## src/rtl/enable_counter.sv

```systemverilog
// Free-running up-counter with count enable and a one-cycle terminal-count pulse.
// Define COUNTER_SATURATE_EN to make the count stop at its maximum instead of wrapping.
module enable_counter #(
    parameter int COUNTER_WIDTH = 16
) (
    input  logic                     i_clock,
    input  logic                     i_reset,
    input  logic                     i_enable,
    output logic [COUNTER_WIDTH-1:0] o_counter,
    output logic                     o_wrap
);

    localparam logic [COUNTER_WIDTH-1:0] CNT_MAX = '1;
`ifdef COUNTER_SATURATE_EN
    localparam logic [COUNTER_WIDTH-1:0] CNT_MAX_M1 = CNT_MAX - 1'b1;
`endif

    logic [COUNTER_WIDTH-1:0] counter_q, counter_d;
    logic                     wrap_q, wrap_d;

    always_comb begin
        counter_d = counter_q;
        wrap_d    = 1'b0;
        if (i_enable) begin
`ifdef COUNTER_SATURATE_EN
            // Pulse only on the edge that first lands on max; parked at max stays quiet.
            if (counter_q != CNT_MAX) begin
                counter_d = counter_q + 1'b1;
                wrap_d    = (counter_q == CNT_MAX_M1);
            end
`else
            counter_d = counter_q + 1'b1;
            wrap_d    = (counter_q == CNT_MAX);
`endif
        end
    end

    always_ff @(posedge i_clock or negedge i_reset) begin
        if (!i_reset) begin
            counter_q <= '0;
            wrap_q    <= 1'b0;
        end else begin
            counter_q <= counter_d;
            wrap_q    <= wrap_d;
        end
    end

    assign o_counter = counter_q;
    assign o_wrap    = wrap_q;

endmodule

```

## config.mk

```make
export PLATFORM = sky130hd
export DESIGN_NAME = enable_counter
export DESIGN_NICKNAME = d
export VERILOG_FILES = /design/src/rtl/enable_counter.sv
export SDC_FILE = /design/constraint.sdc
export NUM_CORES = 1
export LEC_CHECK = 0
export BUFFER_PORTS_ARGS = -buffer_cell sky130_fd_sc_hd__buf_2
export CORE_MARGIN = 4
export CORE_UTILIZATION = 50
export CTS_BUF_LIST = sky130_fd_sc_hd__clkbuf_2
export DETAILED_ROUTE_END_ITERATION = 16
export GPL_TIMING_DRIVEN = 0
export PLACE_DENSITY = 0.76
export SYNTH_ARGS = -nofsm -noshare
export SYNTH_HDL_FRONTEND = slang
export SYNTH_SLANG_ARGS = --single-unit
```

## constraint.sdc

```tcl
create_clock -name i_clock -period 2.2 [get_ports i_clock]
set_input_delay 0.22 -clock i_clock [delete_from_list [all_inputs] [get_ports i_clock]]
set_output_delay 0.22 -clock i_clock [all_outputs]
set_load 0.1 [all_outputs]
```

## Word-level counts from Yosys, hierarchy flattened

Cells that the tools add are included.

| word-level totals | value |
|---|---|
| output and inout port bits | 17 |
| ROM bits | 0 |
| memories | 0 |
| flip-flop bits (word level) | 17 |
| input bits | 3 |
| latch bits | 0 |
| RAM bits | 0 |

| cells by class | value |
|---|---|
| equal/unequal tests | 1 |
| mux-type cells | 1 |
| $mul | 0 |
| divide/modulo/power cells | 0 |
| shift-type cells | 0 |
| reduce and logical (&&, ||, !) cells | 0 |
| bitwise operators | 0 |
| $lt $le $gt $ge | 0 |
| add/sub/neg operators | 1 |

Operator list:

| operator | count |
|---|---|
| 16-bit by 1-bit adder with 16-bit output, second input constant | 1 |
| 16-bit equality test, second input constant | 1 |
| 1-bit two-way mux | 1 |

## Longest topological paths before layout

Gate-level depths: netlist (run 1).

| depth | value |
|---|---|
| word-level depth | 2 |
| depth in mapped cells | 4 |

## Worst setup path before layout (run 1)

Ideal clock, no wire load.

| timing | value |
|---|---|
| path type | flip-flop to flip-flop |
| start point | register counter_q[0] (netlist: o_counter[0]) |
| end point | register counter_q[10] (netlist: o_counter[10]) |
| arrival time | 1,962 ps |
| data required time | 2,039 ps |
| stages on the path, launching flop included | 5 |
| clock period less this slack | 2,122 ps |
| path slack | 78 ps |
| path buffers | 0 |
| cell sequence | dfrtp_1 > ha_1 > nand2_1 > or3_4 > xnor2_1 |

| between the ends | value |
|---|---|
| longest elaborated chain between the ends | 1 |

Ends and longest elaborated chain:

| item | line | source |
|---|---|---|
| start, declared | 18 | `logic [COUNTER_WIDTH-1:0] counter_q, counter_d;` |
| start signal, assigned | 43 | `counter_q <= counter_d;` |
| 16-bit by 1-bit adder with 16-bit output | 32 | `counter_d = counter_q + 1'b1;` |

No other way between the ends.
A chain may end at the register's enable or synchronous reset.

## Final worst setup path (run 1)

| timing | value |
|---|---|
| start point | register counter_q[0] (netlist: o_counter[0]) |
| end point | register wrap_q (netlist: o_wrap) |

| between the ends | value |
|---|---|
| longest elaborated chain between the ends | 2 |

Ends and longest elaborated chain:

| item | line | source |
|---|---|---|
| 16-bit equality test | 33 | `wrap_d = (counter_q == CNT_MAX);` |
| 1-bit two-way mux | 24 | `if (i_enable) begin` |
| net wrap_d | 19 | `logic wrap_q, wrap_d;` |
| end signal, assigned | 44 | `wrap_q <= wrap_d;` |
| end, declared | 19 |  |

The timed path passes the listed nets, and every way through them passes these cells.

==> summary.txt, run 1 <==
Floorplan
  – Std-Cell Core Area: 1380 um^2
  – Full die area: 2250 um^2
  – Horizontal die dimension: 47.4 um
  – Initial core utilization: 0.562
  – Number of top-level design ports: 20
  – Number of core rows: 13
  – Overall die height: 47.4 um

Global route
  – Final global-route overflow total: 0
  – Global-route wire length before repair: 2490 um
  – Tot GR Track Use: 0.161
  – Initial antenna violation count: 0
  – Number of global-route vias before repair: 548
  – Pin count of the biggest net entering global routing: 18

Synth
  – Fraction of synthesized area in multiplexers: 0.0145
  – Cell area after synthesis: 777 um^2
  – Area fraction in compound gates after synthesis: 0
  – Ys Warns: 0
  – Largest family of logic cells by synthesized area: simple AND/OR/NAND/NOR gates
  – XOR/XNOR Fraction of Synth Area: 0.169
  – Synth top area share: 0.548
  – Fraction of the mapped netlist area in simple logic gates: 0.237
  – Cell type with the largest total area after synthesis: sky130_fd_sc_hd__dfrtp_1
  – Synth unique cells: 16
  – Register bit total from synthesis: 17
  – Post-Syn Nets: 69
  – Adder-Cell Fraction of Synth Area: 0.0161
  – Largest cells by area after synthesis: sky130_fd_sc_hd__dfrtp_1 (55%), sky130_fd_sc_hd__xor2_1 (12%), sky130_fd_sc_hd__nand4_4 (5.5%)
  – Syn Area/Cell: 12.0 um^2
  – Post-Syn Instances: 65
  – Seq/Total Area, Yosys: 0.548

Routing
  – Routed length per placed instance: 13.8 um
  – Average via count per standard cell: 5.27
  – Number of violations reported at the end of detailed-routing iteration 0: 6
  – Number of DRC violations after detailed routing: 0
  – First-pass iteration count of the detailed router: 4
  – Total number of vias: 543
  – Routed WL: 1420 um
  – Antenna Violating Nets Remaining: 0

Timing
  – Worst slew margin: 0.677
  – Post-Route Skew: 6.25 ps
  – Slew Limit Fails: 0
  – Worst path setup slack after routing: 681 ps
  – Setup repair after global routing missed its margin: no
  – Setup violators final: 0
  – Number of hold violations in the final report: 0
  – Measured slew at the worst slew-check pin: 488 ps
  – Fraction of the cycle the final worst path needs: 0.690
  – Shortest period the worst path allows: 1520 ps
  – Post-route setup TNS: 0 ps
  – Highest attainable clock frequency: 658 MHz

Power and ir drop
  – Worst VDD drop: 0.00134 V
  – Switching share of power: 0.587
  – Power density of the placed cells: 1410 nW/um^2
  – Logic pwr share: 0.516
  – Internal: 0.533 mW
  – Sequential share of power: 0.375
  – Part of the total power dissipated in the clock network: 0.109
  – P_sw: 0.757 mW
  – Leakage: 0.487 nW

Clock network
  – Later-pin clock latency in the skew report: 290 ps
  – Root Buffer: sky130_fd_sc_hd__clkbuf_2
  – CTS tree: done
  – Htree depth: 1
  – Post-CTS clock slew at the launch and capture registers of the worst setup and hold paths: 160 ps
  – Number of buffers created by CTS: 3
  – Clock Path Buffers: 2
  – Total clock sinks: 17

Placed design
  – Area after detailed placement: 886 um^2
  – Buffers on Ports: 18
  – GPL Wtd Cong: 0.703
  – DP Worst Slack: 713 ps
  – Final HPWL DP: 1050 um

Worst setup path
  – Nature of the critical path startpoint: flip-flop
  – Critical setup path kind: flip-flop to flip-flop
  – Endpoint kind of the worst setup timing path: flip-flop
  – Delay of the slowest cell on the worst path: 470 ps
  – CP cell instances: ha_1, nand2_1, or3_4, nor3_2
  – Max Fanout on Critical Path: 6
  – Max stage delay cell, worst path: sky130_fd_sc_hd__dfrtp_1
  – Required time at the worst-slack endpoint: 2420 ps
  – Data arrival at the endpoint of the critical path: 1730 ps
  – Cell family contributing the most delay on the critical path: simple AND/OR/NAND/NOR gates
  – Crit path buffers/inverters: 0

Outcome
  – Result of the run: finished, final reports clean

Cells and area
  – Final instance area: 916 um^2
  – Sequential cell area in the final layout: 425 um^2
  – Number of antenna cells inserted: 0
  – # fillers: 116
  – Layout overhead on the synthesized area: 17.9%
  – Number of nets in the finished design: 93
  – Area of combinational cells with multiple inputs: 339 um^2
  – Proportion of layout cells with a drive suffix above 1: 0.318

Min path
  – Min-delay worst type: input pin to flip-flop

Flow run
  – Count of max-cap constraint violations: 0
[state kept, by name (all words and copies together) (netlist names)]
signal / cells
o_counter: 16
o_wrap: 1
[worst paths after layout]
kind | depth (start not counted) | from | end | slack [ps]
max in group asynchronous | 2 | i_reset | o_counter[14]$_DFFE_PN0P_ | 1580
min in group asynchronous | 2 | i_reset | o_counter[2]$_DFFE_PN0P_ | 360
worst min register to register | 1 | o_counter[13]$_DFFE_PN0P_ | o_counter[13]$_DFFE_PN0P_ | 510
worst min-delay path | 2 | i_enable | o_counter[0]$_DFFE_PN0P_ | 230
worst max-delay path | 4 | o_counter[0]$_DFFE_PN0P_ | o_wrap$_DFF_PN0_ | 680
worst max register to register | 4 | o_counter[0]$_DFFE_PN0P_ | o_wrap$_DFF_PN0_ | 680
[synth_stat cells]
master and instances:
sky130_fd_sc_hd__xnor2_1 4, sky130_fd_sc_hd__inv_1 2, sky130_fd_sc_hd__nor4_1 5, sky130_fd_sc_hd__nand2_1 7, sky130_fd_sc_hd__buf_2 1, sky130_fd_sc_hd__mux2_2 1
sky130_fd_sc_hd__nor3_1 3, sky130_fd_sc_hd__nand3_1 3, sky130_fd_sc_hd__xor2_1 11, sky130_fd_sc_hd__dfrtp_1 17, sky130_fd_sc_hd__nor3_2 1, sky130_fd_sc_hd__ha_1 1
sky130_fd_sc_hd__nand4_4 2, sky130_fd_sc_hd__or3_4 1, sky130_fd_sc_hd__nand4_1 4, sky130_fd_sc_hd__nor2_1 2
[per-layer routing]
layer	GRT usage	routed length, um	part of all wire	vias up
met3	0.0489	70	0.049	2
met4	0.0884	10	0.0071	0
met2	0.230	643	0.45	14
met1	0.216	692	0.49	252
li1	-	-	-	275
met5	0	0	0	-
[cell type report]
cell class                 count  area share
buffer                         1     0.00546
clock buffer                   4      0.0219
inverter                       2     0.00820
multi-input combinational     45       0.370
sequential                    17       0.464
tap                           15      0.0205
timing repair buffer          19       0.109
[power groups by stage]
stage | Sequential (mW) | Clock, mW | Combinational (mW)
after global routing | 0.498 | 0.163 | 0.696
after CTS | 0.484 | 0.146 | 0.671
after floorplan | 0.933 | 0 | 0.109
after detailed placement | 0.490 | 0 | 0.669
final | 0.484 | 0.141 | 0.665
after global placement | 0.485 | 0 | 0.660
[stage by stage]
stage	cells	util	power [mW]	hold slack, ps
after floorplan	65	-	1.04	-75.6
after global placement	98	0.641	1.14	154
after detailed placement	98	0.641	1.16	161
after CTS	103	0.662	1.30	234
after global routing	103	0.662	1.36	217
final	103	0.662	1.29	234
[cells in the final DEF, fill, tap and decap left out, drive strengths merged]
cell type    count
or3              1
nand4            6
nand3            3
mux2             1
ha               1
inv              2
xor2            11
buf             19
clkbuf           4
nor4             5
nor2             2
dfrtp           17
nand2            7
dlygate4sd3      1
nor3             4
xnor2            4
[kinds of logic (layout without fill, tap and decap cells)]
group                      after synthesis  in the layout
buffers and inverters                    3             26
muxes                                    1              1
DFF                                     17             17
adders and majority gates                1              1
and+or+nand+nor                         28             28
xor gates and xnor gates                15             15
[timing repair]
action                                 CTS  global route
hold buffers                             1             0
endpoints found under the hold margin   17             0
buffers inserted                         0             0
gates resized for setup                  0             0
(Power assumes the default switching activity.)
==> run 2: changes to the inputs <==
--- a/config.mk
+++ b/config.mk
@@ -5,13 +5,14 @@
 export SDC_FILE = /design/constraint.sdc
 export NUM_CORES = 1
 export LEC_CHECK = 0
+export ABC_AREA = 1
 export BUFFER_PORTS_ARGS = -buffer_cell sky130_fd_sc_hd__buf_2
 export CORE_MARGIN = 4
 export CORE_UTILIZATION = 50
 export CTS_BUF_LIST = sky130_fd_sc_hd__clkbuf_2
 export DETAILED_ROUTE_END_ITERATION = 16
 export GPL_TIMING_DRIVEN = 0
-export PLACE_DENSITY = 0.76
+export PLACE_DENSITY = 0.74
 export SYNTH_ARGS = -nofsm -noshare
 export SYNTH_HDL_FRONTEND = slang
 export SYNTH_SLANG_ARGS = --single-unit
==> constraint.sdc (replaced) <==
create_clock -name i_clock -period 1.54 [get_ports i_clock]
set_input_delay 0.154 -clock i_clock [delete_from_list [all_inputs] [get_ports i_clock]]
set_output_delay 0.154 -clock i_clock [all_outputs]
set_load 0.1 [all_outputs]
==> run 2 against run 1 <==
Compared with the run above:
- worst setup slack got worse by 490 ps
- sequential power grew 46%
- routed wire length increased by 25%
- synthesized area is 17% higher
- critical path depth shrank 3
- sequential cell count unchanged
- clock skew fell by 2.0 ps
- via count grew 46%
==> summary.txt, run 2 <==
Global route
  – Global-route wire length before repair: 3280 um (was 2490 um)
  – Tot GR Track Use: 0.168 (was 0.161)
  – Met3 Resource Use GR: 0.0267 (was 0.0489)
  – Initial antenna violation count: 0 (unchanged)
  – Pin count of the biggest net entering global routing: 18 (unchanged)
  – Met1 capacity usage during global routing: 0.198 (was 0.216)
  – Met2 GRT Util: 0.293 (was 0.230)
  – GRT Max-Usage Layer: met2 (unchanged)
  – Final global-route overflow total: 0 (unchanged)
  – Number of global-route vias before repair: 781 (was 548)

Power and ir drop
  – Logic pwr share: 0.544 (was 0.516)
  – Total power: 1.99 mW (was 1.29 mW)
  – Sequential share of power: 0.354 (was 0.375)
  – Leakage: 0.505 nW (was 0.487 nW)
  – P_sw: 1.17 mW (was 0.757 mW)
  – Worst VDD drop: 0.00173 V (was 0.00134 V)
  – Part of the total power dissipated in the clock network: 0.102 (was 0.109)
  – Internal: 0.821 mW (was 0.533 mW)
  – Switching share of power: 0.588 (was 0.587)
  – Power density of the placed cells: 1840 nW/um^2 (was 1410 nW/um^2)

Outcome
  – Result of the run: finished, final reports clean (unchanged)

Timing
  – Worst slew margin: 0.677 (about the same)
  – Number of hold violations in the final report: 0 (unchanged)
  – Slew Limit Fails: 0 (unchanged)
  – Highest attainable clock frequency: 742 MHz
  – Shortest period the worst path allows: 1350 ps
  – Setup violators final: 0 (unchanged)
  – Post-Route Skew: 4.23 ps (was 6.25 ps)
  – Post-route setup TNS: 0 ps (unchanged)
  – Measured slew at the worst slew-check pin: 487 ps (was 488 ps)
  – Fraction of the cycle the final worst path needs: 0.875
  – Setup repair after global routing missed its margin: no (unchanged)
  – Worst path setup slack after routing: 192 ps (was 681 ps)

Placed design
  – Final HPWL DP: 1350 um (was 1050 um)
  – Number of placed instances with taps included: 158 (was 98)
  – GPL Wtd Cong: 0.803 (was 0.703)
  – DP Worst Slack: 208 ps (was 713 ps)
  – Buffers on Ports: 18 (unchanged)

Routing
  – First-pass iteration count of the detailed router: 4 (unchanged)
  – Number of DRC violations after detailed routing: 0 (unchanged)
  – Routed length per placed instance: 10.9 um (was 13.8 um)
  – Number of violations reported at the end of detailed-routing iteration 0: 3 (was 6)
  – Routed WL: 1780 um (was 1420 um)
  – Average via count per standard cell: 4.87 (was 5.27)
  – Total number of vias: 794 (was 543)
  – Antenna Violating Nets Remaining: 0 (unchanged)

Floorplan
  – Std-Cell Core Area: 1730 um^2 (was 1380 um^2)
  – Full die area: 2560 um^2 (was 2250 um^2)
  – Overall die height: 50.6 um (was 47.4 um)
  – Number of core rows: 15 (was 13)
  – Number of top-level design ports: 20 (unchanged)
  – Horizontal die dimension: 50.6 um (was 47.4 um)
  – Initial core utilization: 0.525 (was 0.562)

Worst setup path
  – End point of the critical path: o_counter[0] (was o_wrap$_DFF_PN0_)
  – Crit path buffers/inverters: 1 (was 0)
  – Endpoint kind of the worst setup timing path: output port (was flip-flop)
  – Crit Reg-Reg Startpoint: o_counter[0]$_DFFE_PN0P_ (unchanged)
  – Delay of the slowest cell on the worst path: 470 ps (about the same)
  – Worst setup startpoint: o_counter[0]$_DFFE_PN0P_ (unchanged)
  – Max stage delay cell, worst path: sky130_fd_sc_hd__dfrtp_4 (was sky130_fd_sc_hd__dfrtp_1)
  – Max Fanout on Critical Path: 5 (was 6)
  – Crit. path cell count: 1 (was 4)
  – Data arrival at the endpoint of the critical path: 1190 ps (was 1730 ps)
  – Required time at the worst-slack endpoint: 1390 ps (was 2420 ps)
  – Nature of the critical path startpoint: flip-flop (unchanged)
  – Cell family contributing the most delay on the critical path: flip-flops (was simple AND/OR/NAND/NOR gates)
  – CP cell instances: buf_2 (was ha_1, nand2_1, or3_4, nor3_2)
  – Critical setup path kind: flip-flop to output port (was flip-flop to flip-flop)
  – Register-to-Register Path Depth: 6 (was 4)
  – Slack of the worst reg-to-reg path: 200 ps (was 680 ps)
  – R2r endpoint: o_counter[14]$_DFFE_PN0P_ (was o_wrap$_DFF_PN0_)

Min path
  – Min-delay worst type: input pin to flip-flop (unchanged)

Cells and area
  – Proportion of layout cells with a drive suffix above 1: 0.333 (was 0.318)
  – Layout overhead on the synthesized area: 19.3% (was 17.9%)
  – Post-layout instance count excluding filler cells: 163 (was 103)
  – Number of nets in the finished design: 143 (was 93)
  – Number of antenna cells inserted: 0 (unchanged)
  – Leading cell type in the layout, fill and taps excluded: sky130_fd_sc_hd__nand2_1 (was sky130_fd_sc_hd__buf_2)
  – Leading cell types in the layout, fill and taps excluded: sky130_fd_sc_hd__nand2_1 (37), sky130_fd_sc_hd__buf_2 (18), sky130_fd_sc_hd__inv_1 (17) (was sky130_fd_sc_hd__buf_2 (19), sky130_fd_sc_hd__dfrtp_1 (17), sky130_fd_sc_hd__xor2_1 (11))
  – Core occupancy in the finished layout: 0.627 (was 0.662)
  – Largest register FFs: 16 (unchanged)

Clock network
  – Total clock sinks: 17 (unchanged)
  – Root Buffer: sky130_fd_sc_hd__clkbuf_2 (unchanged)
  – Htree depth: 1 (unchanged)
  – Later-pin clock latency in the skew report: 290 ps (about the same)
  – Post-CTS clock slew at the launch and capture registers of the worst setup and hold paths: 150 ps (was 160 ps)
  – CTS resizes: 0 (unchanged)
  – Number of buffers created by CTS: 3 (unchanged)
  – Clock Path Buffers: 2 (unchanged)
  – CTS tree: done (unchanged)

Synth
  – Syn Area/Cell: 7.89 um^2 (was 12.0 um^2)
  – Post-Syn Nets: 119 (was 69)
  – Most instantiated flip-flop cell in the synthesis netlist: sky130_fd_sc_hd__dfrtp_1 (unchanged)
  – Synth top area share: 0.469 (was 0.548)
  – Library cell with the highest instance count after synthesis: sky130_fd_sc_hd__nand2_1 (was sky130_fd_sc_hd__dfrtp_1)
  – Cell type with the largest total area after synthesis: sky130_fd_sc_hd__dfrtp_1 (unchanged)
  – Synth unique cells: 17 (was 16)
  – Seq/Total Area, Yosys: 0.469 (was 0.548)
  – Proportion of register bits with asynchronous set or reset after synthesis: 1.00 (unchanged)
  – Register bit total from synthesis: 17 (unchanged)
  – Post-Syn Instances: 115 (was 65)
  – Largest cells by area after synthesis: sky130_fd_sc_hd__dfrtp_1 (47%), sky130_fd_sc_hd__nand2_1 (15%), sky130_fd_sc_hd__inv_1 (7.0%) (was sky130_fd_sc_hd__dfrtp_1 (55%), sky130_fd_sc_hd__xor2_1 (12%), sky130_fd_sc_hd__nand4_4 (5.5%))
  – Synth cell count leaders: sky130_fd_sc_hd__nand2_1 (37), sky130_fd_sc_hd__dfrtp_1 (17), sky130_fd_sc_hd__inv_1 (17) (was sky130_fd_sc_hd__dfrtp_1 (17), sky130_fd_sc_hd__xor2_1 (11), sky130_fd_sc_hd__nand2_1 (7))
  – Number of flops mapped to enable cells by yosys: 0 (unchanged)
  – Ys Warns: 0 (unchanged)
  – Cell area after synthesis: 907 um^2 (was 777 um^2)

Flow run
  – Count of max-cap constraint violations: 0 (unchanged)
[run 2: final cells by class]
cell class,instances,area [um^2]
fillers,177,644
flip-flops and latches,17,449
inverters,18,67.6
well taps,25,31.3
plain buffers,1,7.51
repair buffers,19,100
multi-input cells,79,407
clock buffers,4,20.0
[run 2: how the worst min path moves through the flow]
stage                                            to  slack, ps     start  cells past startpoint
final                      o_counter[0]$_DFFE_PN0P_         90  i_enable                      2
after global routing       o_counter[0]$_DFFE_PN0P_         80  i_enable                      2
after CTS                  o_counter[0]$_DFFE_PN0P_         90  i_enable                      2
after detailed placement           o_wrap$_DFF_PN0_         90   i_reset                      1
after global placement             o_wrap$_DFF_PN0_        100   i_reset                      1
after floorplan           o_counter[10]$_DFFE_PN0P_       -140   i_reset                      0
[run 2: repair_timing]
item / 4_1_cts / 5_1_grt
hold endpoints to repair: 17 / 0
hold buffers: 1 / 0
setup buffers: 0 / 0
[run 2: through the flow]
stage	hold slack [ps]	area (um^2)
2_1_floorplan	-142	931
3_3_place_gp	96.3	1050
3_5_place_dp	92.5	1050
4_1_cts	85.3	1080
5_1_grt	83.0	1080
6_report	87.4	1080
[run 2: worst reg2reg max path, delay by kind of cell, from the launching register on]
kind	cells	cell delay, ps
adders and majority gates	1	210
and+or+nand+nor	5	580
DFF	1	470
[run 2: per-layer routing]
layer	part of all wire	routed length, um
met1	0.46	826
met2	0.46	826
met3	0.046	82
met4	0.024	43
met5	0	0
[run 2: cells by family after synthesis]
kind of cell               share of synthesized area
buffers and inverters                         0.0828
adders and majority gates                     0.0138
xor gates and xnor gates                      0.0676
AOI/OAI and AO/OA                             0.0110
DFF                                            0.469
and+or+nand+nor                                0.356
[run 2: power groups by stage]
stage | logic (mW) | clock network, mW | registers, mW
3_3_place_gp | 1.07 | 0 | 0.701
6_report | 1.08 | 0.204 | 0.705
4_1_cts | 1.09 | 0.207 | 0.704
5_1_grt | 1.14 | 0.228 | 0.724
3_5_place_dp | 1.09 | 0 | 0.711
2_1_floorplan | 0.233 | 0 | 1.38
==> run 3: changes to the inputs <==
--- a/config.mk
+++ b/config.mk
@@ -8,11 +8,12 @@
 export ABC_AREA = 1
 export BUFFER_PORTS_ARGS = -buffer_cell sky130_fd_sc_hd__buf_2
 export CORE_MARGIN = 4
-export CORE_UTILIZATION = 50
+export CORE_UTILIZATION = 55
 export CTS_BUF_LIST = sky130_fd_sc_hd__clkbuf_2
 export DETAILED_ROUTE_END_ITERATION = 16
 export GPL_TIMING_DRIVEN = 0
-export PLACE_DENSITY = 0.74
+export PLACE_DENSITY = 0.81
+export REMOVE_ABC_BUFFERS = 1
 export SYNTH_ARGS = -nofsm -noshare
 export SYNTH_HDL_FRONTEND = slang
 export SYNTH_SLANG_ARGS = --single-unit
==> constraint.sdc (replaced) <==
create_clock -name i_clock -period 1.5 [get_ports i_clock]
set_input_delay 0.15 -clock i_clock [delete_from_list [all_inputs] [get_ports i_clock]]
set_output_delay 0.15 -clock i_clock [all_outputs]
set_load 0.1 [all_outputs]
==> run 3 against run 2 <==
Compared with the run above:
- global-route usage hardly changed
- non-clock buffer count stayed put
- sequential power is 3.3% lower
- total power is 0.55% higher
- critical endpoint is now o_counter[2]
- clock power is 3% higher
==> summary.txt, run 3 (synthesis gave the netlist of run 2 again) <==
Routing
  – Number of DRC violations after detailed routing: 0 (unchanged)
  – Antenna Violating Nets Remaining: 0 (unchanged)
  – Routed length per placed instance: 11.4 um (was 10.9 um)
  – First-pass iteration count of the detailed router: 4 (unchanged)
  – Average via count per standard cell: 4.97 (was 4.87)
  – Total number of vias: 765 (was 794)
  – Routed WL: 1760 um (was 1780 um)
  – Number of violations reported at the end of detailed-routing iteration 0: 13 (was 3)

Floorplan
  – Initial core utilization: 0.595 (was 0.525)
  – Horizontal die dimension: 48.6 um (was 50.6 um)
  – Std-Cell Core Area: 1520 um^2 (was 1730 um^2)
  – Number of core rows: 14 (was 15)
  – Number of top-level design ports: 20 (unchanged)
  – Overall die height: 48.6 um (was 50.6 um)
  – Full die area: 2360 um^2 (was 2560 um^2)

Min path
  – Worst min-delay path startpoint: i_enable (unchanged)
  – Min-delay worst type: input pin to flip-flop (unchanged)
  – Worst Hold Path EP: o_counter[0]$_DFFE_PN0P_ (unchanged)
  – Hold depth: 2 (unchanged)

Flow run
  – Count of max-cap constraint violations: 0 (unchanged)

Clock network
  – Post-CTS repair timing setup buffer count: 0 (unchanged)
  – Later-pin clock latency in the skew report: 300 ps (was 290 ps)
  – Htree depth: 1 (unchanged)
  – Total clock sinks: 17 (unchanged)
  – CTS resizes: 0 (unchanged)
  – Number of buffers created by CTS: 3 (unchanged)
  – CTS tree: done (unchanged)
  – Clock Path Buffers: 2 (unchanged)
  – Cts hold-fix bufs: 1 (unchanged)
  – Root Buffer: sky130_fd_sc_hd__clkbuf_2 (unchanged)
  – Post-CTS clock slew at the launch and capture registers of the worst setup and hold paths: 160 ps (was 150 ps)

Worst setup path
  – Crit path buffers/inverters: 1 (unchanged)
  – Required time at the worst-slack endpoint: 1350 ps (was 1390 ps)
  – Nature of the critical path startpoint: flip-flop (unchanged)
  – Max Fanout on Critical Path: 6 (was 5)
  – CP cell instances: buf_2 (unchanged)
  – Delay of the slowest cell on the worst path: 470 ps (about the same)
  – Critical setup path kind: flip-flop to output port (unchanged)
  – R2r endpoint: o_counter[12]$_DFFE_PN0P_ (was o_counter[14]$_DFFE_PN0P_)
  – Data arrival at the endpoint of the critical path: 1230 ps (was 1190 ps)
  – Slack of the worst reg-to-reg path: 120 ps (was 200 ps)
  – Register-to-Register Path Depth: 6 (unchanged)
  – Cell family contributing the most delay on the critical path: flip-flops (unchanged)
  – Endpoint kind of the worst setup timing path: output port (unchanged)
  – Max stage delay cell, worst path: sky130_fd_sc_hd__dfrtp_1 (was sky130_fd_sc_hd__dfrtp_4)
  – Crit Reg-Reg Startpoint: o_counter[0]$_DFFE_PN0P_ (unchanged)

Timing
  – Slew Limit Fails: 0 (unchanged)
  – Hold slack final: 143 ps (was 87.4 ps)
  – Setup violators final: 0 (unchanged)
  – Highest attainable clock frequency: 725 MHz
  – Post-route setup TNS: 0 ps (unchanged)
  – Fraction of the cycle the final worst path needs: 0.919
  – Shortest period the worst path allows: 1380 ps
  – Number of hold violations in the final report: 0 (unchanged)
  – Post-Route Skew: 13.0 ps (was 4.23 ps)
  – Worst slew margin: 0.678 (was 0.677)
  – Measured slew at the worst slew-check pin: 487 ps (about the same)
  – Setup repair after global routing missed its margin: no (unchanged)

Placed design
  – GPL Wtd Cong: 0.782 (was 0.803)
  – Final HPWL DP: 1330 um (was 1350 um)
  – Buffers on Ports: 19 (was 18)

Global route
  – Final global-route overflow total: 0 (unchanged)
  – Number of global-route vias before repair: 767 (was 781)
  – Tot GR Track Use: 0.168 (about the same)
  – Initial antenna violation count: 0 (unchanged)
  – Pin count of the biggest net entering global routing: 18 (unchanged)
  – Global-route wire length before repair: 3170 um (was 3280 um)

Power and ir drop
  – Power density of the placed cells: 1920 nW/um^2 (was 1840 nW/um^2)
  – Leakage: 0.524 nW (was 0.505 nW)
  – Worst VDD drop: 0.00253 V (was 0.00173 V)

Cells and area
  – Number of nets in the finished design: 143 (unchanged)
  – Layout overhead on the synthesized area: 15.2% (was 19.3%)
  – Leading cell type in the layout, fill and taps excluded: sky130_fd_sc_hd__nand2_1 (unchanged)
  – Proportion of layout cells with a drive suffix above 1: 0.225 (was 0.333)
  – Largest register FFs: 16 (unchanged)
  – Number of antenna cells inserted: 0 (unchanged)
  – Leading cell types in the layout, fill and taps excluded: sky130_fd_sc_hd__nand2_1 (37), sky130_fd_sc_hd__buf_2 (19), sky130_fd_sc_hd__inv_1 (17), sky130_fd_sc_hd__dfrtp_1 (17), sky130_fd_sc_hd__nor2_1 (11) (was sky130_fd_sc_hd__nand2_1 (37), sky130_fd_sc_hd__buf_2 (18), sky130_fd_sc_hd__inv_1 (17))

Outcome
  – Result of the run: finished, final reports clean (unchanged)
==> run 3: cell counts in the layout (fill, tap and decap cells not counted) <==
No cell type changed its count.
==> run 3: worst max-delay path by stage <==
stage,startpoint,end,slack (ps),cells past startpoint
final,o_counter[2]$_DFFE_PN0P_,o_counter[2],120,1
after global routing,o_counter[0]$_DFFE_PN0P_,o_counter[14]$_DFFE_PN0P_,5,6
after CTS,o_counter[2]$_DFFE_PN0P_,o_counter[2],120,1
after detailed placement,o_counter[0]$_DFFE_PN0P_,o_counter[14]$_DFFE_PN0P_,170,6
after global placement,o_counter[0]$_DFFE_PN0P_,o_counter[14]$_DFFE_PN0P_,190,6
after floorplan,o_counter[0]$_DFFE_PN0P_,o_counter[14]$_DFFE_PN0P_,-470,6
==> run 3: metrics by stage <==
stage,power [mW],setup WS (ps),cell area [um^2],std cells,utilization
after global routing,2.11,5.46,1040,154,0.686
final,2.00,121,1040,154,0.686
after floorplan,1.62,-468,900,114,-
after global placement,1.78,194,1010,149,0.666
after CTS,2.01,120,1040,154,0.686
after detailed placement,1.80,167,1010,149,0.666
==> run 3: power by group <==
part | leakage (nW) | switching [mW] | internal (mW) | total [mW]
combinational | 0.290 | 0.930 | 0.182 | 1.11
sequential | 0.217 | 0.127 | 0.555 | 0.682
clock | 0.0166 | 0.139 | 0.0707 | 0.210
total | 0.524 | 1.20 | 0.808 | 2.00
==> run 3: cell type report <==
| class | instances | area, um^2 |
|---|---|---|
| fillers | 133 | 479 |
| flip-flops and latches | 17 | 425 |
| multi-input cells | 79 | 407 |
| repair buffers | 20 | 105 |
| inverters | 18 | 67.6 |
| clock buffers | 4 | 20.0 |
| well taps | 16 | 20.0 |
==> run 3: routing by layer <==
metal / up-vias / wire length (um) / track usage / part of all wire
met1: 343 / 803 / 0.198 / 0.46
met2: 20 / 831 / 0.291 / 0.47
li1: 397 / - / - / -
met4: 0 / 40 / 0.0807 / 0.023
met3: 5 / 84 / 0.0276 / 0.048
met5: - / 0 / 0 / 0
